$ cat config.mk
export PLATFORM = sky130hd
export DESIGN_NAME = dmem_arbiter
export DESIGN_NICKNAME = d
export VERILOG_FILES = /design/src/rtl/dmem_pkg.sv /design/src/rtl/rr_arb2.sv /design/src/rtl/dmem_arbiter.sv
export SDC_FILE = /design/constraint.sdc
export NUM_CORES = 1
export LEC_CHECK = 0
export ABC_AREA = 1
export CAP_MARGIN = 20
export CORE_MARGIN = 3
export CORE_UTILIZATION = 43
export CTS_BUF_LIST = sky130_fd_sc_hd__clkbuf_2 sky130_fd_sc_hd__clkbuf_4 sky130_fd_sc_hd__clkbuf_8
export DETAILED_ROUTE_END_ITERATION = 6
export GPL_TIMING_DRIVEN = 0
export PLACE_DENSITY_LB_ADDON = 0.15
export SLEW_MARGIN = 20
export SYNTH_ARGS = -nofsm -noshare
export SYNTH_HDL_FRONTEND = slang
export SYNTH_SLANG_ARGS = --single-unit
$ cat constraint.sdc
create_clock -name clk -period 4.6 [get_ports clk]
set_input_delay 1.15 -clock clk [delete_from_list [all_inputs] [get_ports clk]]
set_output_delay 1.15 -clock clk [all_outputs]
set_load 0.1 [all_outputs]
$ cat src/rtl/dmem_pkg.sv
`default_nettype none
// ============================================================================
// Module      : dmem_pkg
// Description : Shared encodings, FSM state type and access-size helper for
//               the data-memory arbiter.
// Revision    : 1.0 - initial release
// ============================================================================
package dmem_pkg;

  // Store width encodings carried on we*/mem_we
  localparam logic [1:0] c_we_none = 2'd0;
  localparam logic [1:0] c_we_sb   = 2'd1;
  localparam logic [1:0] c_we_sh   = 2'd2;
  localparam logic [1:0] c_we_sw   = 2'd3;

  // Load type encodings carried on re*/mem_re (6 and 7 are illegal)
  localparam logic [2:0] c_re_none = 3'd0;
  localparam logic [2:0] c_re_lb   = 3'd1;
  localparam logic [2:0] c_re_lh   = 3'd2;
  localparam logic [2:0] c_re_lw   = 3'd3;
  localparam logic [2:0] c_re_lbu  = 3'd4;
  localparam logic [2:0] c_re_lhu  = 3'd5;

  typedef enum logic [1:0] {
    ST_IDLE  = 2'd0,
    ST_ISSUE = 2'd1,
    ST_RESP  = 2'd2
  } state_t;

  // Number of bytes touched by an access; 0 for a no-op. A store width takes
  // precedence when both fields are set (such requests are errors anyway).
  function automatic logic [2:0] access_size(input logic [1:0] we, input logic [2:0] re);
    logic [2:0] size;
    size = 3'd0;
    case (we)
      c_we_sb: size = 3'd1;
      c_we_sh: size = 3'd2;
      c_we_sw: size = 3'd4;
      default: begin
        case (re)
          c_re_lb, c_re_lbu: size = 3'd1;
          c_re_lh, c_re_lhu: size = 3'd2;
          c_re_lw:           size = 3'd4;
          default:           size = 3'd0;
        endcase
      end
    endcase
    return size;
  endfunction

endpackage
`default_nettype wire

$ cat src/rtl/rr_arb2.sv
`default_nettype none
// ============================================================================
// Module      : rr_arb2
// Description : Two-way round-robin arbiter with a port-1 ownership lock.
//               Grants are combinational; the last-served port is registered.
// Revision    : 1.0 - initial release
// ============================================================================
module rr_arb2 (
  input  logic clk,
  input  logic i_rst_n,
  input  logic i_en,
  input  logic i_lock1,
  input  logic i_req0,
  input  logic i_req1,
  output logic o_gnt0,
  output logic o_gnt1
);

  // High when port 1 won the most recent grant; cleared so port 1 wins the
  // first tie after reset.
  logic r_last1;

  // Port 0 wins a tie only when port 1 was served last, and never while port 1
  // holds the lock after being served.
  always_comb begin
    o_gnt0 = i_en & i_req0 & ~(i_lock1 & r_last1) & (~i_req1 | r_last1);
    o_gnt1 = i_en & i_req1 & ~o_gnt0;
  end

  // Remember which port was served on every accepted grant.
  always_ff @(posedge clk or negedge i_rst_n) begin
    if (!i_rst_n) begin
      r_last1 <= 1'b0;
    end else if (o_gnt0 | o_gnt1) begin
      r_last1 <= o_gnt1;
    end
  end

endmodule
`default_nettype wire

$ cat src/rtl/dmem_arbiter.sv
`default_nettype none
// ============================================================================
// Module      : dmem_arbiter
// Description : Arbitrates two request ports onto a single data memory.
//               IDLE/RESP accept, ISSUE drives the memory for one cycle,
//               RESP returns a one-cycle rvalid to the owning port.
// Revision    : 1.0 - initial release
// ============================================================================
module dmem_arbiter
  import dmem_pkg::*;
#(
  parameter int ADDR_W    = 32,
  parameter int DATA_W    = 32,
  parameter int MEM_BYTES = 1024
) (
  input  logic              clk,
  input  logic              reset,
  input  logic              req0,
  input  logic              req1,
  input  logic [ADDR_W-1:0] addr0,
  input  logic [ADDR_W-1:0] addr1,
  input  logic [DATA_W-1:0] wdata0,
  input  logic [DATA_W-1:0] wdata1,
  input  logic [1:0]        we0,
  input  logic [1:0]        we1,
  input  logic [2:0]        re0,
  input  logic [2:0]        re1,
  input  logic              lock1,
  output logic              gnt0,
  output logic              gnt1,
  output logic              rvalid0,
  output logic              rvalid1,
  output logic [DATA_W-1:0] rdata0,
  output logic [DATA_W-1:0] rdata1,
  output logic              err0,
  output logic              err1,
  output logic [ADDR_W-1:0] mem_address,
  output logic [DATA_W-1:0] mem_data_in,
  output logic [1:0]        mem_we,
  output logic [2:0]        mem_re,
  input  logic [DATA_W-1:0] mem_data_out
);

  localparam logic [ADDR_W:0] c_mem_bytes = (ADDR_W+1)'(MEM_BYTES);

  state_t r_state;
  state_t w_state_nxt;

  logic              w_en;
  logic              w_accept;
  logic [ADDR_W-1:0] w_addr;
  logic [DATA_W-1:0] w_wdata;
  logic [1:0]        w_we;
  logic [2:0]        w_re;
  logic [2:0]        w_size;
  logic [ADDR_W:0]   w_end;
  logic              w_err;

  logic [ADDR_W-1:0] r_addr;
  logic [DATA_W-1:0] r_wdata;
  logic [1:0]        r_we;
  logic [2:0]        r_re;
  logic              r_port;
  logic              r_err;
  logic [DATA_W-1:0] r_rdata;

  // Grants are only offered in accepting states and never while reset is held.
  assign w_en     = reset & ((r_state == ST_IDLE) || (r_state == ST_RESP));
  assign w_accept = gnt0 | gnt1;

  rr_arb2 u_arb (
    .clk     (clk),
    .i_rst_n (reset),
    .i_en    (w_en),
    .i_lock1 (lock1),
    .i_req0  (req0),
    .i_req1  (req1),
    .o_gnt0  (gnt0),
    .o_gnt1  (gnt1)
  );

  // Select the granted request and classify it as legal or erroneous.
  always_comb begin
    w_addr  = gnt1 ? addr1  : addr0;
    w_wdata = gnt1 ? wdata1 : wdata0;
    w_we    = gnt1 ? we1    : we0;
    w_re    = gnt1 ? re1    : re0;
    w_size  = access_size(w_we, w_re);
    w_end   = {1'b0, w_addr} + (ADDR_W+1)'(w_size);
    w_err   = 1'b0;
    if ((w_we != c_we_none) && (w_re != c_re_none)) w_err = 1'b1;
    if (w_re > c_re_lhu)                            w_err = 1'b1;
    if (w_end > c_mem_bytes)                        w_err = 1'b1;
    if ((w_size == 3'd2) && w_addr[0])              w_err = 1'b1;
    if ((w_size == 3'd4) && (w_addr[1:0] != 2'b00)) w_err = 1'b1;
  end

  // State register; reset drops any transaction in flight.
  always_ff @(posedge clk or negedge reset) begin
    if (!reset) begin
      r_state <= ST_IDLE;
    end else begin
      r_state <= w_state_nxt;
    end
  end

  // Next state plus all state-decoded outputs. Memory strobes are decoded from
  // the state so an asynchronous reset removes a pending store immediately.
  always_comb begin
    w_state_nxt = r_state;
    mem_we      = c_we_none;
    mem_re      = c_re_none;
    rvalid0     = 1'b0;
    rvalid1     = 1'b0;
    err0        = 1'b0;
    err1        = 1'b0;
    rdata0      = '0;
    rdata1      = '0;
    case (r_state)
      ST_IDLE: begin
        if (w_accept) w_state_nxt = ST_ISSUE;
      end
      ST_ISSUE: begin
        w_state_nxt = ST_RESP;
        if (!r_err) begin
          mem_we = r_we;
          mem_re = r_re;
        end
      end
      ST_RESP: begin
        w_state_nxt = w_accept ? ST_ISSUE : ST_IDLE;
        if (r_port) begin
          rvalid1 = 1'b1;
          err1    = r_err;
          rdata1  = r_rdata;
        end else begin
          rvalid0 = 1'b1;
          err0    = r_err;
          rdata0  = r_rdata;
        end
      end
      default: w_state_nxt = ST_IDLE;
    endcase
  end

  // Capture the accepted request, then the memory's read data during ISSUE.
  // Stores, no-ops and errors answer with zero data.
  always_ff @(posedge clk or negedge reset) begin
    if (!reset) begin
      r_addr  <= '0;
      r_wdata <= '0;
      r_we    <= c_we_none;
      r_re    <= c_re_none;
      r_port  <= 1'b0;
      r_err   <= 1'b0;
      r_rdata <= '0;
    end else begin
      if (w_accept) begin
        r_addr  <= w_addr;
        r_wdata <= w_wdata;
        r_we    <= w_we;
        r_re    <= w_re;
        r_port  <= gnt1;
        r_err   <= w_err;
      end
      if (r_state == ST_ISSUE) begin
        r_rdata <= (r_err || (r_we != c_we_none) || (r_re == c_re_none)) ? '0 : mem_data_out;
      end
    end
  end

  assign mem_address = r_addr;
  assign mem_data_in = r_wdata;

endmodule
`default_nettype wire

=== Word level (Yosys, flattened, before mapping) ===
Cells that the tools add are included.

* Memory bits (writable): 0
* Input bits: 175
* ROM bits: 0
* Bits in registers: 105
* Latch bits: 0
* Memories: 0

* Multiplexer cells: 31
* Magnitude comparators: 2
* $mul: 0
* Bitwise logic cells: 12
* Divide/modulo/power cells: 0
* Reduce and logical (&&, ||, !) cells: 14
* $add $sub $neg: 1
* Equal/unequal tests: 13
* Shift operators: 0

{| class="wikitable"
|+ Operators with widths
! cell !! number
|-
| $mux 32 || 7
|-
| $add 32x3->33 || 1
|-
| $gt 33x11->1 const B || 1
|-
| $pmux 3 s3 || 2
|-
| $mux 1 || 14
|-
| $eq 3x2->1 const B || 3
|-
| $eq 3x3->1 const B || 3
|-
| $mux 3 || 3
|-
| $mux 2 || 4
|-
| $and 1x1->1 || 7
|-
| $eq 2x2->1 const B || 3
|-
| $pmux 2 s3 || 1
|-
| $reduce_bool 2->1 || 3
|-
| $eq 2x1->1 const B || 2
|-
| $reduce_or 2->1 || 2
|-
| $eq 3x1->1 const B || 1
|-
| $gt 3x3->1 const B || 1
|-
| $logic_and 1x1->1 || 3
|-
| $logic_not 3->1 || 1
|-
| $logic_or 1x1->1 || 3
|-
| $not 1->1 || 3
|-
| $reduce_bool 3->1 || 1
|-
| $logic_not 2->1 || 1
|-
| $ne 2x2->1 const B || 1
|-
| $or 1x1->1 || 2
|}

=== Longest topological paths before layout ===
Gate-level depths: netlist (run 1).

* Depth after elaboration: 18
* Mapped depth: 29
* Depth with buffers taken out: 28

=== Hierarchy ===
From an unflattened synthesis (run 1), not the netlist that was laid out.

* Cells, all modules: 1047
* Area, all modules: 6754.0 um2

{| class="wikitable"
|+ By module, submodules not included
! module !! area an instance (um2) !! cells an instance !! instances
|-
| dmem_arbiter || 6667.6 || 1032 || 1
|-
| rr_arb2 || 86.3 || 15 || 1
|}

=== Worst setup path after synthesis (run 1) ===
OpenSTA, ideal clock, no wires.

* Kind: reg2out
* Start: register r_state[0]
* End: output rdata0[10]
* Data arrival time: 3.648 ns
* Data required time: 3.450 ns
* Buffers on the path: 1
* Stages on the path, launching flop included: 7
* Path slack: -0.198 ns
* Cells stage by stage: dfrtp_1 nor2_1 inv_1 nor2_1 inv_1 buf_1 nor2_1

* Word-level cells in the longest chain between the ends: 2

{| class="wikitable"
|+ RTL lines
! item !! RTL line !! RTL
|-
| from (decl) || dmem_arbiter.sv:46 || <nowiki>state_t r_state;</nowiki>
|-
| from (signal assigned) || dmem_arbiter.sv:103 || <nowiki>r_state <= w_state_nxt;</nowiki>
|-
| $eq 2x2->1 || dmem_arbiter.sv:119 || <nowiki>case (r_state)</nowiki>
|-
| $mux 32 || dmem_arbiter.sv:119 ||
|-
| to (decl) || dmem_arbiter.sv:33 || <nowiki>output logic [DATA_W-1:0] rdata0,</nowiki>
|}

Every way passes these cells.

=== Worst setup path in the final report (run 1) ===
* Start: input reset
* End: register r_err

* Word-level cells in the longest chain between the ends: 16
* Elaborated cells on any way between the ends: 39
* Those cells by class: add/sub: 1; order compare: 2; eq/ne: 10; mux: 10; bitwise: 8; reduce/logical: 8

{| class="wikitable"
|+ RTL lines
! item !! RTL line !! RTL
|-
| from (decl) || dmem_arbiter.sv:17 || <nowiki>input logic reset,</nowiki>
|-
| $and 1x1->1 (*) || dmem_arbiter.sv:68 || <nowiki>assign w_en = reset & ((r_state == ST_IDLE) || (r_state == ST_RESP));</nowiki>
|-
| $and 1x1->1 (3 in series) || rr_arb2.sv:26 || <nowiki>o_gnt0 = i_en & i_req0 & ~(i_lock1 & r_last1) & (~i_req1 | r_last1);</nowiki>
|-
| $not 1->1 || rr_arb2.sv:27 || <nowiki>o_gnt1 = i_en & i_req1 & ~o_gnt0;</nowiki>
|-
| $and 1x1->1 || rr_arb2.sv:27 ||
|-
| $mux 3 || dmem_arbiter.sv:87 || <nowiki>w_re = gnt1 ? re1 : re0;</nowiki>
|-
| $eq 3x2->1, or another cell as far along || dmem_pkg.sv:40 || <nowiki>case (re)</nowiki>
|-
| $reduce_or 2->1 || dmem_pkg.sv:40 ||
|-
| $pmux 3 s3 || dmem_pkg.sv:40 ||
|-
| $pmux 3 s3 || dmem_pkg.sv:35 || <nowiki>case (we)</nowiki>
|-
| $add 32x3->33 || dmem_arbiter.sv:89 || <nowiki>w_end = {1'b0, w_addr} + (ADDR_W+1)'(w_size);</nowiki>
|-
| $gt 33x11->1 || dmem_arbiter.sv:93 || <nowiki>if (w_end > c_mem_bytes) w_err = 1'b1;</nowiki>
|-
| $mux 1 || dmem_arbiter.sv:93 ||
|-
| $mux 1 || dmem_arbiter.sv:94 || <nowiki>if ((w_size == 3'd2) && w_addr[0]) w_err = 1'b1;</nowiki>
|-
| $mux 1 || dmem_arbiter.sv:95 || <nowiki>if ((w_size == 3'd4) && (w_addr[1:0] != 2'b00)) w_err = 1'b1;</nowiki>
|-
| to (signal assigned) || dmem_arbiter.sv:164 || <nowiki>r_err <= w_err;</nowiki>
|-
| to (decl) || dmem_arbiter.sv:64 || <nowiki>logic r_err;</nowiki>
|}

Every way passes the cells marked *; elsewhere a longest branch is shown, timed or not.
A chain may end at the register's enable or synchronous reset.

==> flow_metrics.tcl, run 1 <==
set metrics [dict create \
    fin_tns_setup_ns 0 \
    regArea_mm2 0.002628 \
    cts_root_buf "clkbuf_8" \
    seq_power_share_pct 28.6 \
    antenna_left 0 \
    synthesis.nets 1184 \
    final_layout_size_suffix_gt1_share_pct 7.891 \
    finalPower_uw 4198 \
    path_clk_slew_ns 0.10 \
    p_int_uw 1950 \
    numPortBuffers 313 \
    drv_slew 0 \
    period_share_pct 95.19 \
    drv_cap 0 \
    fin_nets 1531 \
    grt_pass1_vias 7287 \
    rows 44 \
    final_cell_mix "nand2_1, clkdlybuf4s50_1, nor2_1" \
    finalSetupViolCount 0 \
    cp-start-kind "input pin" \
    grt.overflow.total 0 \
    max_freq_mhz 228.4 \
    grtUsageTotal_pct 30.43 \
    antenna_found_initial 1 \
    die_h_um 129.8 \
    drc 0 \
    postLayoutCellArea_mm2 0.01054 \
    io_pins 314 \
    hpwl_um 19810 \
    tightest_slew_ns 1.095 \
    grt_max_degree 39 \
    switching_share_pct 53.55 \
    synth_seq_cells 105 \
    cts_buffers 9 \
    fp.dieW_um 129.8 \
    rsz0062_at_grt "true" \
    p_clk_share_pct 13.5 \
    pwr-share-comb_pct 57.8 \
    synth_area_mm2 0.006585 \
    grt_first_pass_wirelength_um 39720 \
    wl_um 26080 \
    setup.worst_path.end_class "register" \
    dr.pass1.iters 7 \
    vias_per_cell 5.178 \
    area.growth.synth_to_final_pct 60.04 \
    slew_headroom_pct 26.85 \
    period_needed_ns 4.379 \
    fillers 1263 \
    core_area_mm2 0.01475 \
    start_util_pct 44.63 \
    yosysSeqAreaShare_pct 39.90 \
    cp.required_ns 4.89 \
    timing.hold.ws_ns 0.4889 \
    wl_per_cell_um 16.92 \
    syn_inst 1005 \
    vdd_drop_max_mv 0.3196 \
    postCtsHoldBufs 0 \
    h-tree-depth 3 \
    leakagePower_uw 0.004727 \
    drt_iter0_drc 516 \
    hold_class "register to register" \
    yosysWarnings 0 \
    placed_area_mm2 0.009977 \
    syn_area_per_cell_um2 6.552 \
    critPathKind "input pin to register" \
    ys_types 35 \
    cp.arrival_ns 4.67 \
    cts_num_sinks 105 \
    dieArea_mm2 0.01684 \
    cts_tree "yes" \
    clkLatencyLatePin_ns 0.39 \
    clock_skew_ns 0.01049 \
    p_per_area_mw_per_mm2 398.4 \
    clockBufferDepth 2 \
    multiInputGateArea_mm2 0.003420 \
    outcome "complete, no violations" \
    hold_viol 0 \
    worst-path-max-fanout 26 \
    p_switching_uw 2248 \
    via_count 7980 \
    gp_congestion 0.9775 \
]
logic make-up (layout without fill, tap and decap cells):
kind of cell	after synthesis	count (layout)	synth area share (%)
flip-flops	105	105	39.90
XOR/XNOR	9	9	1.197
AND/OR/NAND/NOR	623	623	39.39
other	0	1	0
adder cells (fa/ha/maj)	4	4	0.8741
buffers and inverters	159	510	9.804
AO/OA/AOI/OAI	105	105	8.835
worst max-delay path, cell delays in order:
cell and delay, ns:
buf_16 0.17, nand3_4 0.13, nor2_4 0.18, nor2_4 0.08
buf_6 0.12, buf_8 0.12, o21ai_4 0.24, inv_2 0.07
nor3_2 0.18, o31ai_1 0.08, inv_1 0.08, ha_2 0.17
inv_1 0.06, fa_2 0.40, o21ai_2 0.19, inv_1 0.07
nor2_2 0.09, nand2_2 0.12, nor2_4 0.15, nand3_1 0.08
nand2_1 0.08, nand2_1 0.05, nor2_1 0.09, nand2_1 0.05
nor2_1 0.13, nand3_1 0.12, nor2_2 0.13, nor2_1 0.04
area by class of cell:
type                       count  area share [%]
multi-input combinational    741           32.45
timing repair buffer         336           32.39
sequential                   105           24.93
inverter                     113           4.025
buffer                        46           2.268
tap                          184           2.184
clock buffer                  12           1.508
clock inverter                 3          0.2256
antenna                        1         0.02374
cells in the mapped netlist:
| library cell | instances | area share, % |
|---|---|---|
| a21oi_1 | 6 | 0.46 |
| a31oi_1 | 5 | 0.48 |
| buf_1 | 9 | 0.51 |
| buf_2 | 6 | 0.46 |
| buf_4 | 3 | 0.34 |
| buf_6 | 4 | 0.68 |
| clkbuf_1 | 24 | 1.4 |
| clkinv_1 | 1 | 0.057 |
| dfrtp_1 | 105 | 40 |
| fa_1 | 1 | 0.30 |
| ha_1 | 3 | 0.57 |
| inv_1 | 110 | 6.3 |
| inv_2 | 2 | 0.11 |
| nand2_1 | 307 | 17 |
| nand2_2 | 7 | 0.66 |
| nand3_1 | 108 | 8.2 |
| nand3_2 | 3 | 0.46 |
| nand4_1 | 5 | 0.48 |
| nor2_1 | 167 | 9.5 |
| nor2_2 | 14 | 1.3 |
| nor2_4 | 2 | 0.34 |
| nor3_1 | 6 | 0.46 |
| nor3b_1 | 1 | 0.11 |
| nor4b_1 | 1 | 0.13 |
| o21a_1 | 2 | 0.23 |
| o21ai_0 | 70 | 5.3 |
| o21ai_1 | 4 | 0.30 |
| o21ai_2 | 3 | 0.40 |
| o21bai_4 | 1 | 0.29 |
| o22ai_1 | 12 | 1.1 |
| o31ai_1 | 2 | 0.23 |
| or2_1 | 1 | 0.095 |
| or2_2 | 1 | 0.095 |
| xnor2_1 | 1 | 0.13 |
| xor2_1 | 8 | 1.1 |
what timing repair did:
action | 4_1_cts | 5_1_grt
gates resized for setup | 26 | 26
buffers inserted | 11 | 9
endpoints found under the hold margin | 0 | 0
pin swaps | 7 | 17
cloned | 2 | 1
setup endpoints to repair | 3 | 6
power groups by stage:
stage                     Combinational, uW  Clock (uW)  Sequential (uW)
final                                  2430         568             1200
after floorplan                         479           0             2390
after global routing                   2540         610             1220
after detailed placement               2370           0             1210
after global placement                 2350           0             1210
after CTS                              2410         573             1200
stage by stage:
step / setup WS, ns / cells / util [%]
2_1_floorplan: -0.1975 / 1005 / -
3_3_place_gp: -5.242 / 1502 / 67.43
3_5_place_dp: -1.225 / 1503 / 67.62
4_1_cts: 0.001216 / 1531 / 70.41
5_1_grt: -0.04991 / 1541 / 71.43
6_report: 0.2212 / 1541 / 71.43
worst paths after layout:
check	from	end	slack [ns]	cells after the start
max	reset	r_err	0.22	28
min	mem_data_in[8]	mem_data_in[8]	0.49	2
max reg2reg	r_port	r_err	0.63	30
min reg2reg	mem_data_in[8]	mem_data_in[8]	0.49	2
max in group asynchronous	reset	mem_data_in[20]	3.46	2
min in group asynchronous	reset	mem_address[4]	0.57	1
routing by layer:
layer	vias up	track usage [%]	wire, um
li1	3844	-	-
met1	3682	39.90	10410
met2	401	52.02	12760
met3	53	4.707	2108
met4	0	9.474	790
met5	-	0	0
flip-flops by register name, indices dropped and copies added (netlist names):
name / cells
r_state: 2
r_port: 1
r_re: 3
mem_data_in: 32
r_we: 2
r_err: 1
mem_address: 32
r_rdata: 32
No activity file was read; power rests on OpenSTA's default activity.
==> inputs of run 2 (changes only) <==
PLACE_DENSITY = 0.84   (was unset)
PLACE_DENSITY_LB_ADDON = unset   (was 0.15)
==> run 2 against run 1 <==
  * Clock power grew 7.7%
  * Combinational power is essentially flat
  * First-iteration DRC count grew 1.4%
  * Register-to-register slack gained 0.22 ns
  * Largest cell class unchanged
  * Routed wire length grew 2.8%
  * Utilization grew 0.28 points
  * Global-route usage grew 1.1 points
  * Largest power group unchanged
  * Critical path depth is the same
  * Clock skew grew 0.0048 ns
  * Total power grew 1.5%
  * Final cell count grew 0.13%
  * Critical path type unchanged
  * Clock-buffer cell count shrank 3
==> flow_metrics.tcl, run 2 (synthesis gave the netlist of run 1 again) <==
set metrics [dict create \
    clkLatencyLatePin_ns 0.39 \
    finish.utilization_pct 71.71 \
    antenna_cells 0 \
    setup.worst_path.end_class "register" \
    dieArea_mm2 0.01684 \
    area.growth.synth_to_final_pct 60.67 \
    slew_headroom_pct 30.62 \
    drv_cap 0 \
    dr.pass1.iters 5 \
    fp.dieW_um 129.8 \
    grtUsageTotal_pct 31.49 \
    max_freq_mhz 225.5 \
    cts_root_buf "clkbuf_8" \
    path_clk_slew_ns 0.11 \
    final_cell_mix "nand2_1, clkdlybuf4s50_1, nor2_1" \
    start_util_pct 44.63 \
    r2r_cells 26 \
    antenna_found_initial 0 \
    hold_viol 0 \
    cts_tree "yes" \
    p_per_area_mw_per_mm2 402.9 \
    grt_max_degree 31 \
    vdd_drop_max_mv 0.3402 \
    io_pins 314 \
    antenna_left 0 \
    final_layout_size_suffix_gt1_share_pct 7.947 \
    wl_um 26810 \
    rsz0062_at_grt "true" \
    clockBufferDepth 2 \
    grt.overflow.total 0 \
    leakagePower_uw 0.004743 \
    core_area_mm2 0.01475 \
    rows 44 \
    drv_slew 0 \
    die_h_um 129.8 \
    grt_first_pass_wirelength_um 40940 \
    fin_nets 1533 \
    vias_per_cell 5.174 \
    tightest_slew_ns 1.037 \
    wl_per_cell_um 17.37 \
    grt_pass1_vias 7536 \
    finalSetupViolCount 0 \
    gp_congestion 0.9745 \
    cp.required_ns 4.88 \
    cts_num_sinks 105 \
    postLayoutCellArea_mm2 0.01058 \
    clock_skew_ns 0.01528 \
    placed_area_mm2 0.009977 \
    whs_path_depth 2 \
    via_count 7984 \
    cp-start-kind "input pin" \
    cp.arrival_ns 4.72 \
    worst-path-max-fanout 5 \
    postCtsHoldBufs 0 \
    critPathKind "input pin to register" \
    period_needed_ns 4.435 \
    numPortBuffers 313 \
    finalPower_uw 4262 \
    drt_iter0_drc 523 \
    outcome "complete, no violations" \
    drc 0 \
    fin_tns_setup_ns 0 \
    hpwl_um 20670 \
    cts_buffers 9 \
    period_share_pct 96.42 \
    hold_class "register to register" \
    h-tree-depth 3 \
    fillers 1251 \
]
## run 2: cell count changes in the layout (fill, tap and decap cells not counted), moves of 2 or more
cell / previous run / this run
o21ai_4: 1 / 3
inv_6: 0 / 2
buf_4: 21 / 24
dlygate4sd2_1: 1 / 3
o21ai_2: 5 / 2
clkbuf_8: 11 / 9
## run 2: path summary, 6_finish.rpt
check,from,end,slack [ns]
min in group asynchronous,reset,mem_address[9],0.58
hold reg to reg,mem_data_in[29],mem_data_in[29],0.50
max in group asynchronous,reset,r_rdata[22],3.47
setup / recovery,lock1,r_err,0.16
setup reg to reg,r_state[0],r_err,0.85
hold / removal,mem_data_in[29],mem_data_in[29],0.50
## run 2: repair_timing
action	in CTS	in global routing
setup endpoints to repair	4	5
gates cloned	3	0
gates resized for setup	28	23
buffers inserted	9	12
pin swaps	5	12
## run 2: worst max-delay path: stages
cell             delay [ns]
clkdlybuf4s50_1        0.47
nand2_2                0.08
nand2_4                0.09
nor2_4                 0.06
nor2_4                 0.17
buf_6                  0.15
nand2_1                0.06
nand2_2                0.13
inv_2                  0.06
nor3_2                 0.14
o31ai_1                0.09
inv_1                  0.07
ha_2                   0.17
inv_1                  0.06
fa_2                   0.40
o21ai_2                0.15
inv_1                  0.07
nor2_2                 0.09
nand2_2                0.12
buf_4                  0.15
nor2_1                 0.12
nand2_1                0.08
a21oi_2                0.13
nand3_2                0.09
nor2_1                 0.11
nand3_1                0.08
nor2_2                 0.13
nor2_1                 0.05
## run 2: through the flow
stage,worst slack (ns),hold WS [ns],std cells
after floorplan,-0.1975,0.4744,1005
after global placement,-5.128,0.4655,1502
final,0.1646,0.4959,1543
after global routing,-0.09342,0.5216,1543
after detailed placement,-1.225,0.4717,1503
after CTS,0.02071,0.4961,1531
## run 2: layout make-up
type,instances,area [um^2],share of cell area (%)
Buffer,46,235.2,2.223
Clock buffer,9,123.9,1.171
Clock inverter,7,76.32,0.7214
Inverter,113,424.2,4.009
Multi-Input combinational cell,741,3426,32.38
Sequential cell,105,2628,24.83
Tap cell,184,230.2,2.176
Timing Repair Buffer,338,3437,32.49
## run 2: per-layer routing
layer,routed length (um),track usage (%),part of all wire [%]
met1,11010,41.63,41
met3,2015,5.280,7.5
met4,729,11.06,2.7
met5,0,0,0
met2,13050,52.50,49
## run 2: power breakdown
part / switching [uW] / internal (uW)
Sequential: 114 / 1100
Combinational: 1820 / 620
Clock: 354 / 258
==> patch: new RTL, flow settings as in run 2 <==
Make the reset (`i_rst_n` and `reset`) synchronous in 3 clocked blocks. Comments in the files are not updated.
--- a/src/rtl/rr_arb2.sv
+++ b/src/rtl/rr_arb2.sv
@@ -28,7 +28,7 @@
   end
 
   // Remember which port was served on every accepted grant.
-  always_ff @(posedge clk or negedge i_rst_n) begin
+  always_ff @(posedge clk) begin
     if (!i_rst_n) begin
       r_last1 <= 1'b0;
     end else if (o_gnt0 | o_gnt1) begin
--- a/src/rtl/dmem_arbiter.sv
+++ b/src/rtl/dmem_arbiter.sv
@@ -96,7 +96,7 @@
   end
 
   // State register; reset drops any transaction in flight.
-  always_ff @(posedge clk or negedge reset) begin
+  always_ff @(posedge clk) begin
     if (!reset) begin
       r_state <= ST_IDLE;
     end else begin
@@ -145,7 +145,7 @@
 
   // Capture the accepted request, then the memory's read data during ISSUE.
   // Stores, no-ops and errors answer with zero data.
-  always_ff @(posedge clk or negedge reset) begin
+  always_ff @(posedge clk) begin
     if (!reset) begin
       r_addr  <= '0;
       r_wdata <= '0;
Behaviour: differs if reset is asserted again (counterexample within 4 cycles, from zero or initial values and one cycle with reset low); with reset held inactive, the same outputs for 4 cycles.
==> patch against run 2 <==
First-iteration DRC count grew 9.9%. Final cell count up 10%. Routed wire length rose by 0.20%. Via count up 5.6%. Maximum frequency decreased by 0.30%. Sequential share of layout area decreased by 5.4 points. Synthesized area grew 1.9%. Power shrank 29%. Worst setup slack lost 13 ps. Sequential cell count unchanged. Final area is 2.2% higher.
==> patch: results (changes against run 2) <==
| Metric | Value |
|---|---|
| Clock distribution area overhead in the final layout | `0.0171 (was 0.0189)` |
| Post-synthesis cell count | `1127 (was 1005)` |
| Sequential share of cell area | `0.194 (was 0.248)` |
| Weighted congestion at the end of routability-driven global placement | `0.968 (was 0.975)` |
| Peak VDD IR | `0.000232 V (was 0.000340 V)` |
| CP Launch Point | `reset (was lock1)` |
| Worst reg2reg path endpoint | `r_err (unchanged)` |
| Met3 WL | `1840 um (was 2020 um)` |
| Sequential share of the synthesized area | `0.313 (was 0.399)` |
| Transition at the pin with the smallest max-transition slack | `1100 ps (was 1040 ps)` |
| Status | `finished, final reports clean (unchanged)` |
| Finished Layout Cells | `1697 (was 1543)` |
| First-pass GRT wire length | `39400 um (was 40900 um)` |
| Commonest cells in the synthesized netlist | `nand2_1, inv_1, nor2_1 (was nand2_1, nor2_1, inv_1)` |
| Count of distinct cell types in the synthesized netlist | `32 (was 35)` |
| Met1 routed wirelength after detailed routing | `10800 um (was 11000 um)` |
| Number of fill cells | `1338 (was 1251)` |
| Sum of met2 wire segment lengths after detailed routing | `13400 um (was 13100 um)` |
| Placed standard-cell area | `10100 sq um (was 9980 sq um)` |
| Setup slack of the most critical reg-to-reg path | `640 ps (was 850 ps)` |
| Fraction of area in multi-input gates | `0.353 (was 0.324)` |
| Number of clock buffers in the layout | `10 (was 9)` |
| Fraction of final layout cells with drive strength greater than 1 | `0.0828 (was 0.0795)` |
| FP Rows | `45 (was 44)` |
| Detailed-route wire length | `26900 um (was 26800 um)` |
| Static leakage | `4.94 nW (was 4.74 nW)` |
| Inverters, non-clock | `196 (was 113)` |
| Synth async-reset ratio | `0 (was 1.00)` |
| Iter 0 DRT Violations | `575 (was 523)` |
[patch: worst max path at each step]
stage | endpoint | depth (start not counted)
after floorplan | rdata0[10] | 7
after global placement | r_err | 23
after detailed placement | r_err | 23
after CTS | r_err | 29
after global routing | mem_re[2] | 7
final | r_err | 25
[patch: kinds of logic (layout without fill, tap and decap cells)]
group	Yosys count	after routing	share of synthesized area
buffers and inverters	255	614	0.150
xor gates and xnor gates	9	9	0.0117
and+or+nand+nor	581	581	0.358
AOI/OAI and AO/OA	173	173	0.158
adders and majority gates	4	4	0.00857
DFF	105	105	0.313
[patch: power by group]
| group | switching [mW] | internal, mW | total [mW] |
|---|---|---|---|
| logic | 0.952 | 0.440 | 1.39 |
| clock network | 0.351 | 0.210 | 0.561 |
| registers | 0.0531 | 1.00 | 1.06 |
[patch: what timing repair did]
action / in CTS / in global routing
setup buffers: 12 / 18
endpoints found under the hold margin: 0 / 0
resized for setup: 45 / 48
pin swaps: 12 / 27
setup endpoints to repair: 2 / 4
cloned: 0 / 1
